$ cat config.mk
export PLATFORM = sky130hd
export DESIGN_NAME = elevator_ctrl
export DESIGN_NICKNAME = d
export VERILOG_FILES = /design/src/rtl/elevator_pkg.sv /design/src/rtl/elevator_ctrl_request_scan.sv /design/src/rtl/elevator_ctrl.sv
export SDC_FILE = /design/constraint.sdc
export NUM_CORES = 1
export LEC_CHECK = 0
export CORE_UTILIZATION = 53
export DETAILED_ROUTE_END_ITERATION = 7
export PLACE_DENSITY = 0.81
export SYNTH_ARGS = -nofsm -noshare
export SYNTH_HDL_FRONTEND = slang
export SYNTH_SLANG_ARGS = --single-unit
$ cat constraint.sdc
create_clock -name clk -period 3.8 [get_ports clk]
set_clock_uncertainty 0.05 [all_clocks]
set_input_delay 0.76 -clock clk [delete_from_list [all_inputs] [get_ports clk]]
set_output_delay 0.76 -clock clk [all_outputs]
set_load 0.02 [all_outputs]
$ cat src/rtl/elevator_pkg.sv
// Shared types and defaults for the elevator car controller.
// Contains the FSM state encoding, direction constants and default parameter values.
package elevator_pkg;

    typedef enum logic [1:0] {
        IDLE = 2'd0,
        MOVE = 2'd1,
        DOOR = 2'd2
    } state_t;

    localparam logic DIR_UP   = 1'b1;
    localparam logic DIR_DOWN = 1'b0;

    localparam int DEF_FLOORS        = 8;
    localparam int DEF_TRAVEL_CYCLES = 16;
    localparam int DEF_DOOR_CYCLES   = 32;

endpackage

$ cat src/rtl/elevator_ctrl_request_scan.sv
// Combinational SCAN evaluation of the latched requests at one floor/direction.
// Produces ahead/behind summaries, the stop decision and the one-hot clear masks.
module request_scan
    import elevator_pkg::*;
#(
    parameter int FLOORS = DEF_FLOORS
) (
    input  logic [FLOORS-1:0]         in_levels,
    input  logic [FLOORS-1:0]         up_levels,
    input  logic [FLOORS-1:0]         down_levels,
    input  logic [$clog2(FLOORS)-1:0] floor,
    input  logic                      dir_up,
    output logic                      ahead,
    output logic                      behind,
    output logic                      here,
    output logic                      flip,
    output logic [FLOORS-1:0]         clear_in,
    output logic [FLOORS-1:0]         clear_up,
    output logic [FLOORS-1:0]         clear_down
);

    localparam int FW = $clog2(FLOORS);

    logic [FLOORS-1:0] req;
    logic [FLOORS-1:0] above;
    logic [FLOORS-1:0] below;
    logic [FLOORS-1:0] sel;
    logic              in_here;
    logic              up_here;
    logic              down_here;
    logic              hall_same;
    logic              hall_opp;
    logic              eff_dir;

    assign req = in_levels | up_levels | down_levels;

    genvar gi;
    generate
        for (gi = 0; gi < FLOORS; gi++) begin : g_floor
            assign sel[gi]   = (FW'(gi) == floor);
            assign above[gi] = req[gi] && (FW'(gi) > floor);
            assign below[gi] = req[gi] && (FW'(gi) < floor);
        end
    endgenerate

    // Hall up at the top floor and hall down at the bottom never cause a stop.
    assign in_here   = |(in_levels & sel);
    assign up_here   = |(up_levels & sel) & ~sel[FLOORS-1];
    assign down_here = |(down_levels & sel) & ~sel[0];

    assign ahead     = dir_up ? |above : |below;
    assign behind    = dir_up ? |below : |above;
    assign hall_same = dir_up ? up_here : down_here;
    assign hall_opp  = dir_up ? down_here : up_here;

    // Take the opposite hall call only when nothing further on needs us.
    assign flip = hall_opp & ~ahead & ~hall_same;
    assign here = in_here | hall_same | flip;

    assign eff_dir    = dir_up ^ flip;
    assign clear_in   = sel;
    assign clear_up   = eff_dir ? sel : '0;
    assign clear_down = eff_dir ? '0 : sel;

endmodule

$ cat src/rtl/elevator_ctrl.sv
// Elevator car controller: collective (SCAN) dispatch FSM driving motor and door,
// returning registered one-hot clear strobes to the button-latch stage.
module elevator_ctrl
    import elevator_pkg::*;
#(
    parameter int FLOORS        = DEF_FLOORS,
    parameter int TRAVEL_CYCLES = DEF_TRAVEL_CYCLES,
    parameter int DOOR_CYCLES   = DEF_DOOR_CYCLES
) (
    input  logic                      clk,
    input  logic                      reset,
    input  logic [FLOORS-1:0]         active_in_levels,
    input  logic [FLOORS-1:0]         active_out_up_levels,
    input  logic [FLOORS-1:0]         active_out_down_levels,
    output logic [FLOORS-1:0]         inactive_in_levels,
    output logic [FLOORS-1:0]         inactive_out_up_levels,
    output logic [FLOORS-1:0]         inactive_out_down_levels,
    output logic [$clog2(FLOORS)-1:0] floor,
    output logic                      dir_up,
    output logic                      motor_up,
    output logic                      motor_down,
    output logic                      door_open
);

    localparam int FW   = $clog2(FLOORS);
    localparam int MAXC = (TRAVEL_CYCLES > DOOR_CYCLES) ? TRAVEL_CYCLES : DOOR_CYCLES;
    localparam int CW   = $clog2(MAXC + 1);
    localparam logic [CW-1:0] TRAVEL_LAST = CW'(TRAVEL_CYCLES - 1);
    localparam logic [CW-1:0] DOOR_LAST   = CW'(DOOR_CYCLES - 1);

    state_t            state;
    logic [CW-1:0]     cnt;
    logic [FW-1:0]     eval_floor;
    logic              ahead;
    logic              behind;
    logic              here;
    logic              flip;
    logic [FLOORS-1:0] clr_in;
    logic [FLOORS-1:0] clr_up;
    logic [FLOORS-1:0] clr_down;
    logic [FLOORS-1:0] floor_sel;

    // While moving, decisions are taken for the floor being arrived at.
    always_comb begin
        eval_floor = floor;
        if (state == MOVE) begin
            eval_floor = dir_up ? (floor + FW'(1)) : (floor - FW'(1));
        end
    end

    genvar gi;
    generate
        for (gi = 0; gi < FLOORS; gi++) begin : g_sel
            assign floor_sel[gi] = (floor == FW'(gi));
        end
    endgenerate

    request_scan #(
        .FLOORS(FLOORS)
    ) u_scan (
        .in_levels   (active_in_levels),
        .up_levels   (active_out_up_levels),
        .down_levels (active_out_down_levels),
        .floor       (eval_floor),
        .dir_up      (dir_up),
        .ahead       (ahead),
        .behind      (behind),
        .here        (here),
        .flip        (flip),
        .clear_in    (clr_in),
        .clear_up    (clr_up),
        .clear_down  (clr_down)
    );

    always_ff @(posedge clk or negedge reset) begin
        if (!reset) begin
            state                    <= IDLE;
            cnt                      <= '0;
            floor                    <= '0;
            dir_up                   <= DIR_UP;
            motor_up                 <= 1'b0;
            motor_down               <= 1'b0;
            door_open                <= 1'b0;
            inactive_in_levels       <= '0;
            inactive_out_up_levels   <= '0;
            inactive_out_down_levels <= '0;
        end else begin
            case (state)
                IDLE: begin
                    cnt <= '0;
                    if (here) begin
                        state                    <= DOOR;
                        dir_up                   <= dir_up ^ flip;
                        door_open                <= 1'b1;
                        inactive_in_levels       <= clr_in;
                        inactive_out_up_levels   <= clr_up;
                        inactive_out_down_levels <= clr_down;
                    end else if (ahead) begin
                        state      <= MOVE;
                        motor_up   <= dir_up;
                        motor_down <= ~dir_up;
                    end else if (behind) begin
                        state      <= MOVE;
                        dir_up     <= ~dir_up;
                        motor_up   <= ~dir_up;
                        motor_down <= dir_up;
                    end
                end
                MOVE: begin
                    if (cnt != TRAVEL_LAST) begin
                        cnt <= cnt + CW'(1);
                    end else begin
                        cnt   <= '0;
                        floor <= eval_floor;
                        if (here) begin
                            state                    <= DOOR;
                            dir_up                   <= dir_up ^ flip;
                            motor_up                 <= 1'b0;
                            motor_down               <= 1'b0;
                            door_open                <= 1'b1;
                            inactive_in_levels       <= clr_in;
                            inactive_out_up_levels   <= clr_up;
                            inactive_out_down_levels <= clr_down;
                        end else if (!ahead) begin
                            state      <= IDLE;
                            motor_up   <= 1'b0;
                            motor_down <= 1'b0;
                        end
                    end
                end
                DOOR: begin
                    // Keep clearing every cycle so a press at this floor during the stop is dropped.
                    if (cnt != DOOR_LAST) begin
                        cnt                      <= cnt + CW'(1);
                        inactive_in_levels       <= floor_sel;
                        inactive_out_up_levels   <= dir_up ? floor_sel : '0;
                        inactive_out_down_levels <= dir_up ? '0 : floor_sel;
                    end else begin
                        cnt                      <= '0;
                        state                    <= IDLE;
                        door_open                <= 1'b0;
                        inactive_in_levels       <= '0;
                        inactive_out_up_levels   <= '0;
                        inactive_out_down_levels <= '0;
                    end
                end
                default: begin
                    state <= IDLE;
                end
            endcase
        end
    end

    a_floor_in_range: assert property (@(posedge clk) disable iff (!reset)
        (state == MOVE && cnt == TRAVEL_LAST) |->
            (dir_up ? (floor != FW'(FLOORS - 1)) : (floor != '0)));

endmodule

==> key figures, run 1 <==
Run status
  – Outcome: finished, final reports clean

CTS
  – Hold buffers post-CTS: 0
  – Clk slew on worst S/H paths: 0.08 ns
  – TritonCTS clock tree: built
  – Max Root-Sink Buffers: 2
  – CTS Sinks: 39
  – H-tree depth: 2
  – Clock latency on the worst-skew pair: 0.30 ns
  – Clk root buf: clkbuf_8
  – TritonCTS buffer count: 5

Setup path
  – CP Launch Type: flop
  – Slowest cell on crit path: dfrtp_1
  – Crit path max fanout: 24
  – Worst Setup SP: floor[0]$_DFFE_PN0P_
  – Crit path buf inv count: 2
  – Arrival @ worst endpoint: ~3.7 ns
  – Critical path class: reg -> reg
  – Worst EP required: 3.94 ns
  – Crit path max-delay family: compound AO/OA/AOI/OAI gates
  – Worst flop-to-flop path startpoint: floor[0]$_DFFE_PN0P_
  – CP endpoint kind: flop
  – Slowest Stage Delay on Critical Path: approximately 0.42 ns
  – Cell breakdown of the critical path: inv_1 -> ha_1 -> xnor2_4 -> a21o_2 -> mux2_1 -> o22ai_1 -> o211ai_1 -> a31oi_4 -> a211oi_4 -> buf_12 -> mux2_2

Synthesis
  – Synthesis-stage register bit count: 39
  – Post-synthesis cell area: 3060 um2
  – Area leader, netlist: dfrtp_1
  – Synth top area cells: dfrtp_1, mux2_4, ha_1, nand2_1, o21ai_0
  – Syn Inst Count: roughly 320
  – Post-synth ARST share: 1.000
  – Main flop type after synthesis: dfrtp_1
  – Syn_nets: 355
  – Most frequent cell after synthesis: dfrtp_1
  – Seq/Total Area, Yosys: 0.3193
  – Area share of the largest cell type after synthesis: 0.3107
  – Commonest cells post-synth: dfrtp_1, nand2_1, mux2_4
  – Post-synth EDFFs: 0
  – Syn. warnings: 0
  – Syn Area/Cell: around 9.7 um2
  – Synth cell types: about 70

Global routing
  – Vias in the first global route: 2658
  – First-pass GRT wire length: about 13 mm
  – Initial antenna violation count: 0
  – GRT overflow: 0
  – GRT Util Overall: 0.2646
  – Largest net degree at the start of global routing: 40

Worst hold path
  – Hold_sp: inactive_out_down_levels[5]$_DFFE_PN0P_
  – Min-delay worst type: reg -> reg

Timing
  – Final Hold Fails: 0
  – Fin crit period: 3.567 ns
  – Final setup fails: 0
  – Period utilization: 0.9386
  – RSZ-0062 raised after global routing: no
  – Max-Slew Margin vs Limit: 0.4381
  – Least-Margin Pin Slew: 0.8428 ns
  – Max frequency: roughly 280 MHz
  – Final Max Tran Viols: 0
  – Setup TNS: 0 ns

Pwr
  – Total Power: 0.003095 W
  – Peak supply drop: approximately 0.60 mV
  – P_sw: between 0.001 and 0.0015 W
  – Leak Pwr: about 1.7 nW
  – Combinational share of power: 0.687
  – Internal power: ~0.0017 W
  – Power Density: 806.4 nW/um2
  – Sequential power share: 0.197
  – Clock power share: 0.116
  – Sw Share: 0.4532

Cells and area
  – Layout Utilization: 0.6929
  – Non-filler cells, final: 450
  – Register Area: just under 1000 um2
  – Number of diodes: 0
  – Share of layout cells above drive strength 1: 0.1852
  – Area growth syn-to-layout: 25.43%
  – Nets: roughly 420
  – # fillers: between 400 and 500
  – Multi-input logic area: slightly below 2000 um2
  – Cell area after layout: between 3000 and 4000 um2

Die
  – Die area: between 6000 and 7000 um2
  – Die W: 77.99 um
  – Core Rows: 27
  – Die H: just under 80 um
  – I/O pin count: 57
  – Core area: ~5500 um2
  – Initial Util: 0.5524

Drt
  – Vias/cell: a little over 6
  – Drt pass-1 iters: 4
  – DRC: 0
  – WL per Instance: 17.26 um
  – Post-route ant nets: 0
  – Iter 0 DRT Violations: roughly 270
  – Routed WL: 7.767 mm
  – Vias: between 2000 and 3000

Job
  – Max Cap Violations: 0

Placement
  – DP Cell Count: roughly 440
  – Post-DP HPWL: roughly 5.9 mm
  – Port buffer count: 56
  – Final RePlAce weighted congestion: between 0.9 and 1
  – Placement Cell Area: ~3700 um2
-- layer usage --
metal  vias to the layer above  wire (um)  track usage
li1                       1307          -            -
met2                        87       3765       0.4398
met3                        13        408      0.04118
met1                      1327       3473       0.3510
met4                         0        119      0.08889
met5                         -          0            0
-- cell families (layout without fill, tap and decap cells) --
logic type               count (synthesis)  in the layout  synth area share
buffers and inverters                   32             93           0.05151
adder cells (fa/ha/maj)                 12             12           0.04906
AO/OA/AOI/OAI                           95             95            0.2498
AND/OR/NAND/NOR                        103            103            0.1709
flip-flops                              39             39            0.3193
XOR/XNOR                                 5              5           0.02290
multiplexers                            31             31            0.1365
-- final cells by class --
| class | instances | share of cell area |
|---|---|---|
| well taps | 72 | 0.02347 |
| multi-input cells | 246 | 0.5020 |
| flip-flops and latches | 39 | 0.2549 |
| repair buffers | 69 | 0.1734 |
| inverters | 16 | 0.01565 |
| clock inverters | 2 | 0.009126 |
| clock buffers | 6 | 0.02151 |
-- state kept, by name (all words and copies together) (netlist names) --
signal,count
cnt,6
dir_up,1
door_open,1
floor,3
inactive_in_levels,8
inactive_out_down_levels,8
inactive_out_up_levels,8
motor_down,1
motor_up,1
state,2
-- power by group through the flow --
stage	sequential, W	combinational [W]	clock (W)
2_1_floorplan	0.000678	0.00150	0
3_3_place_gp	0.000613	0.00204	0
3_5_place_dp	0.000617	0.00209	0
4_1_cts	0.000610	0.00210	0.000362
5_1_grt	0.000622	0.00226	0.000384
6_report	0.000611	0.00213	0.000359
-- worst paths after layout --
path	endpoint	slack, ns	cells after the start
setup / recovery	inactive_in_levels[1]$_DFFE_PN0P_	0.23	11
hold / removal	inactive_out_down_levels[5]$_DFFE_PN0P_	0.46	1
setup reg to reg	inactive_in_levels[1]$_DFFE_PN0P_	0.23	11
hold reg to reg	inactive_out_down_levels[5]$_DFFE_PN0P_	0.46	1
max in group asynchronous	floor[1]$_DFFE_PN0P_	2.60	1
min in group asynchronous	inactive_out_up_levels[5]$_DFFE_PN0P_	0.51	1
-- placed cells by master (no fill, tap or decap), types with 6 or more instances in the layout --
cell,instances
inv_1,16
dfrtp_1,37
buf_4,12
clkbuf_8,6
nor3_1,12
nand3_1,14
nor2_1,13
clkdlybuf4s50_1,55
o22ai_1,10
mux2_4,20
ha_1,12
nand2_1,28
o21ai_0,19
a21oi_1,12
and3_1,8
-- per-stage QoR --
stage	setup slack, ns	hold WS, ns
global route	0.02621	0.4780
CTS	0.1827	0.4662
global placement	0.1517	0.4375
floorplan	0.2061	0.4144
detailed placement	0.1207	0.4480
finish	0.2332	0.4609
-- timing repair --
action,4_1_cts,5_1_grt
endpoints found under the hold margin,0,0
setup endpoints to repair,0,23
resized for setup,0,2
setup buffers,0,0
(Power assumes the default switching activity.)
==> run 2: changes to the inputs <==
--- a/config.mk
+++ b/config.mk
@@ -10,4 +10,5 @@
 export PLACE_DENSITY = 0.81
 export SYNTH_ARGS = -nofsm -noshare
 export SYNTH_HDL_FRONTEND = slang
+export SYNTH_HIERARCHICAL = 1
 export SYNTH_SLANG_ARGS = --single-unit
==> run 2 against run 1 <==
  * Worst hold slack worse by 0.0030 ns
  * Total power down 35%
  * Largest power group unchanged
  * Die area down 2.0%
  * Utilization up 1.6 points
  * Cell count down 0.22%
  * Critical path depth up 5
  * Synthesized cell count down 2.2%
  * Critical path type unchanged
  * Synthesized area down 2.0%
  * Combinational power down 43%
  * First-iteration DRC count up 3.4%
  * Worst setup slack worse by 0.13 ns
==> key figures, run 2 <==
Timing
  – Final Hold Fails: 0
  – Final Max Tran Viols: 0
  – Period utilization: 0.9736
  – Setup ws final: a little over 0.1 ns
  – Max frequency: 270.3 MHz
  – Hold Slack: between 0.4 and 0.5 ns
  – Fin crit period: roughly 3.7 ns
  – Least-Margin Pin Slew: 0.8879 ns
  – Max-Slew Margin vs Limit: 0.4081
  – Final setup fails: 0

Pwr
  – Combinational share of power: 0.605
  – P_sw: about 0.00084 W
  – Power Density: 520.2 nW/um2
  – Total Power: about 0.0020 W
  – Leak Pwr: approximately 1.7 nW
  – Internal power: ~0.0012 W
  – Sequential power share: 0.250
  – Clock power share: 0.144
  – Peak supply drop: between 0.3 and 0.4 mV
  – Sw Share: 0.4173

Cells and area
  – Number of diodes: 0
  – Commonest non-fill, non-tap cell in the layout: clkdlybuf4s50_1
  – Nets: between 400 and 500
  – Share of layout cells above drive strength 1: 0.2308
  – Commonest non-fill, non-tap cells in the layout: clkdlybuf4s50_1, dfrtp_1, mux2_2, buf_4, nand2_1
  – Area growth syn-to-layout: 29.33%
  – Largest regs: inactive_in_levels (8), inactive_out_down_levels (8), inactive_out_up_levels (8)

Global routing
  – Largest net degree at the start of global routing: 40
  – First-pass GRT wire length: between 10 and 15 mm
  – Initial antenna violation count: 0
  – GRT overflow: 0
  – Vias in the first global route: around 2600
  – GRT Util Overall: 0.2769

Synthesis
  – Syn_nets: around 350
  – Seq/Total Area, Yosys: 0.3258
  – Synthesis-stage register bit count: 39
  – Post-synth ARST share: 1.000
  – Syn Inst Count: 310
  – Synth cell types: 66
  – Post-synthesis cell area: 2999 um2
  – Area share of the largest cell type after synthesis: 0.3171
  – Area leader, netlist: dfrtp_1
  – Most frequent cell after synthesis: dfrtp_1
  – Synth top area cells: dfrtp_1, mux2_2, ha_1, a32o_1, buf_6
  – Syn Area/Cell: about 9.7 um2
  – Syn. warnings: 6
  – Commonest cells post-synth: dfrtp_1, mux2_2, nand2_1
  – Main flop type after synthesis: dfrtp_1
  – Post-synth EDFFs: 0

Drt
  – DRC: 0
  – Iter 0 DRT Violations: roughly 280
  – WL per Instance: between 15 and 20 um
  – Drt pass-1 iters: 8
  – Vias/cell: 6.276
  – Vias: between 2000 and 3000
  – Post-route ant nets: 0
  – Routed WL: approximately 8.5 mm

Die
  – I/O pin count: 57
  – Die area: around 6000 um2
  – Initial Util: 0.5480
  – Die H: 77.23 um
  – Core Rows: 27
  – Core area: approximately 5500 um2
  – Die W: roughly 77 um

CTS
  – Hold buffers post-CTS: 0
  – TritonCTS buffer count: 5
  – CTS Sinks: 39
  – Clock latency on the worst-skew pair: approximately 0.30 ns
  – Clk slew on worst S/H paths: 0.09 ns
  – TritonCTS clock tree: built
  – H-tree depth: 2
  – Clk root buf: clkbuf_8
  – Max Root-Sink Buffers: 2

Setup path
  – Crit path depth: 16
  – Slowest cell on crit path: dfrtp_2
  – CP Launch Type: flop
  – Worst Reg-to-Reg Cells: 16
  – CP endpoint kind: flop
  – Crit path max-delay family: compound AO/OA/AOI/OAI gates
  – Arrival @ worst endpoint: ~3.8 ns
  – Critical path class: reg -> reg
  – Cell breakdown of the critical path: ha_2 -> ha_1 -> nand3_1 -> o21ai_2 -> a21oi_2 -> buf_4 -> buf_4 -> or3_4 -> a222oi_1 -> o211ai_1 -> nor3b_2 -> o31ai_1 -> buf_4 -> o211ai_4 -> clkbuf_16 -> mux2_2
  – Top cell by count, worst path: buf_4
  – Crit path buf inv count: 4
  – Worst EP required: 3.94 ns
  – Crit path max fanout: 8
  – Slowest Stage Delay on Critical Path: around 0.46 ns

Placement
  – Post-DP HPWL: between 5 and 6 mm
  – Pre-CTS setup slack: -0.01542 ns
  – Final RePlAce weighted congestion: roughly 0.86
  – Port buffer count: 56

Job
  – Max Cap Violations: 0

Worst hold path
  – Worst Hold Depth: 1
  – Min-delay worst type: reg -> reg

Run status
  – Outcome: finished, final reports clean
[run 2: layout make-up]
cell class	count	area, um2
Clock buffer	5	68.82
Clock inverter	3	20.02
Fill cell	428	1594
Inverter	18	67.56
Multi-Input combinational cell	231	1846
Sequential cell	39	979.7
Tap cell	72	90.09
Timing Repair Buffer	81	807.0
[run 2: per-layer routing]
layer  wire, um  track usage  vias to the layer above
met1       3720       0.3783                     1355
met5          0            0                        -
met4        194       0.1132                        0
met2       3980       0.4283                      134
li1           -            -                     1306
met3        591      0.05238                       23
[run 2: cells by family (layout without fill, tap and decap cells)]
| family | Yosys count | in the layout | synth area share |
|---|---|---|---|
| flops | 39 | 39 | 0.3258 |
| compound gates | 102 | 102 | 0.2687 |
| fa+ha+maj | 12 | 12 | 0.05006 |
| xor+xnor | 6 | 6 | 0.01752 |
| buf+inv | 40 | 107 | 0.07509 |
| simple gates | 80 | 80 | 0.1464 |
| mux | 31 | 31 | 0.1164 |
[run 2: path summary, 6_finish.rpt]
kind / start / endpoint / slack (ns)
setup / recovery: floor[0]$_DFFE_PN0P_ / inactive_in_levels[0]$_DFFE_PN0P_ / 0.10
hold / removal: motor_down$_DFFE_PN0P_ / motor_down$_DFFE_PN0P_ / 0.46
setup reg to reg: floor[0]$_DFFE_PN0P_ / inactive_in_levels[0]$_DFFE_PN0P_ / 0.10
hold reg to reg: motor_down$_DFFE_PN0P_ / motor_down$_DFFE_PN0P_ / 0.46
max in group asynchronous: reset / floor[1]$_DFFE_PN0P_ / 2.57
min in group asynchronous: reset / inactive_out_up_levels[7]$_DFFE_PN0P_ / 0.52
[run 2: through the flow]
stage / area (um2) / utilization / setup TNS [ns] / instances
4_1_cts: 3741 / 0.6836 / 0 / 442
2_1_floorplan: 2999 / - / 0 / 310
3_3_place_gp: 3647 / 0.6664 / 0 / 434
3_5_place_dp: 3647 / 0.6664 / -0.01542 / 434
6_report: 3879 / 0.7087 / 0 / 449
5_1_grt: 3879 / 0.7087 / -0.7923 / 449
[run 2: power groups by stage]
stage | sequential [W] | combinational, W | clock (W)
2_1_floorplan | 0.000545 | 0.000728 | 0
3_3_place_gp | 0.000508 | 0.00101 | 0
3_5_place_dp | 0.000510 | 0.00103 | 0
4_1_cts | 0.000504 | 0.00104 | 0.000296
5_1_grt | 0.000513 | 0.00130 | 0.000313
6_report | 0.000505 | 0.00122 | 0.000291
[run 2: timing repair]
item / CTS / global route
cloned: 0 / 3
endpoints found under the setup margin: 2 / 27
gates resized for setup: 2 / 16
pin swaps: 0 / 7
setup buffers: 0 / 4
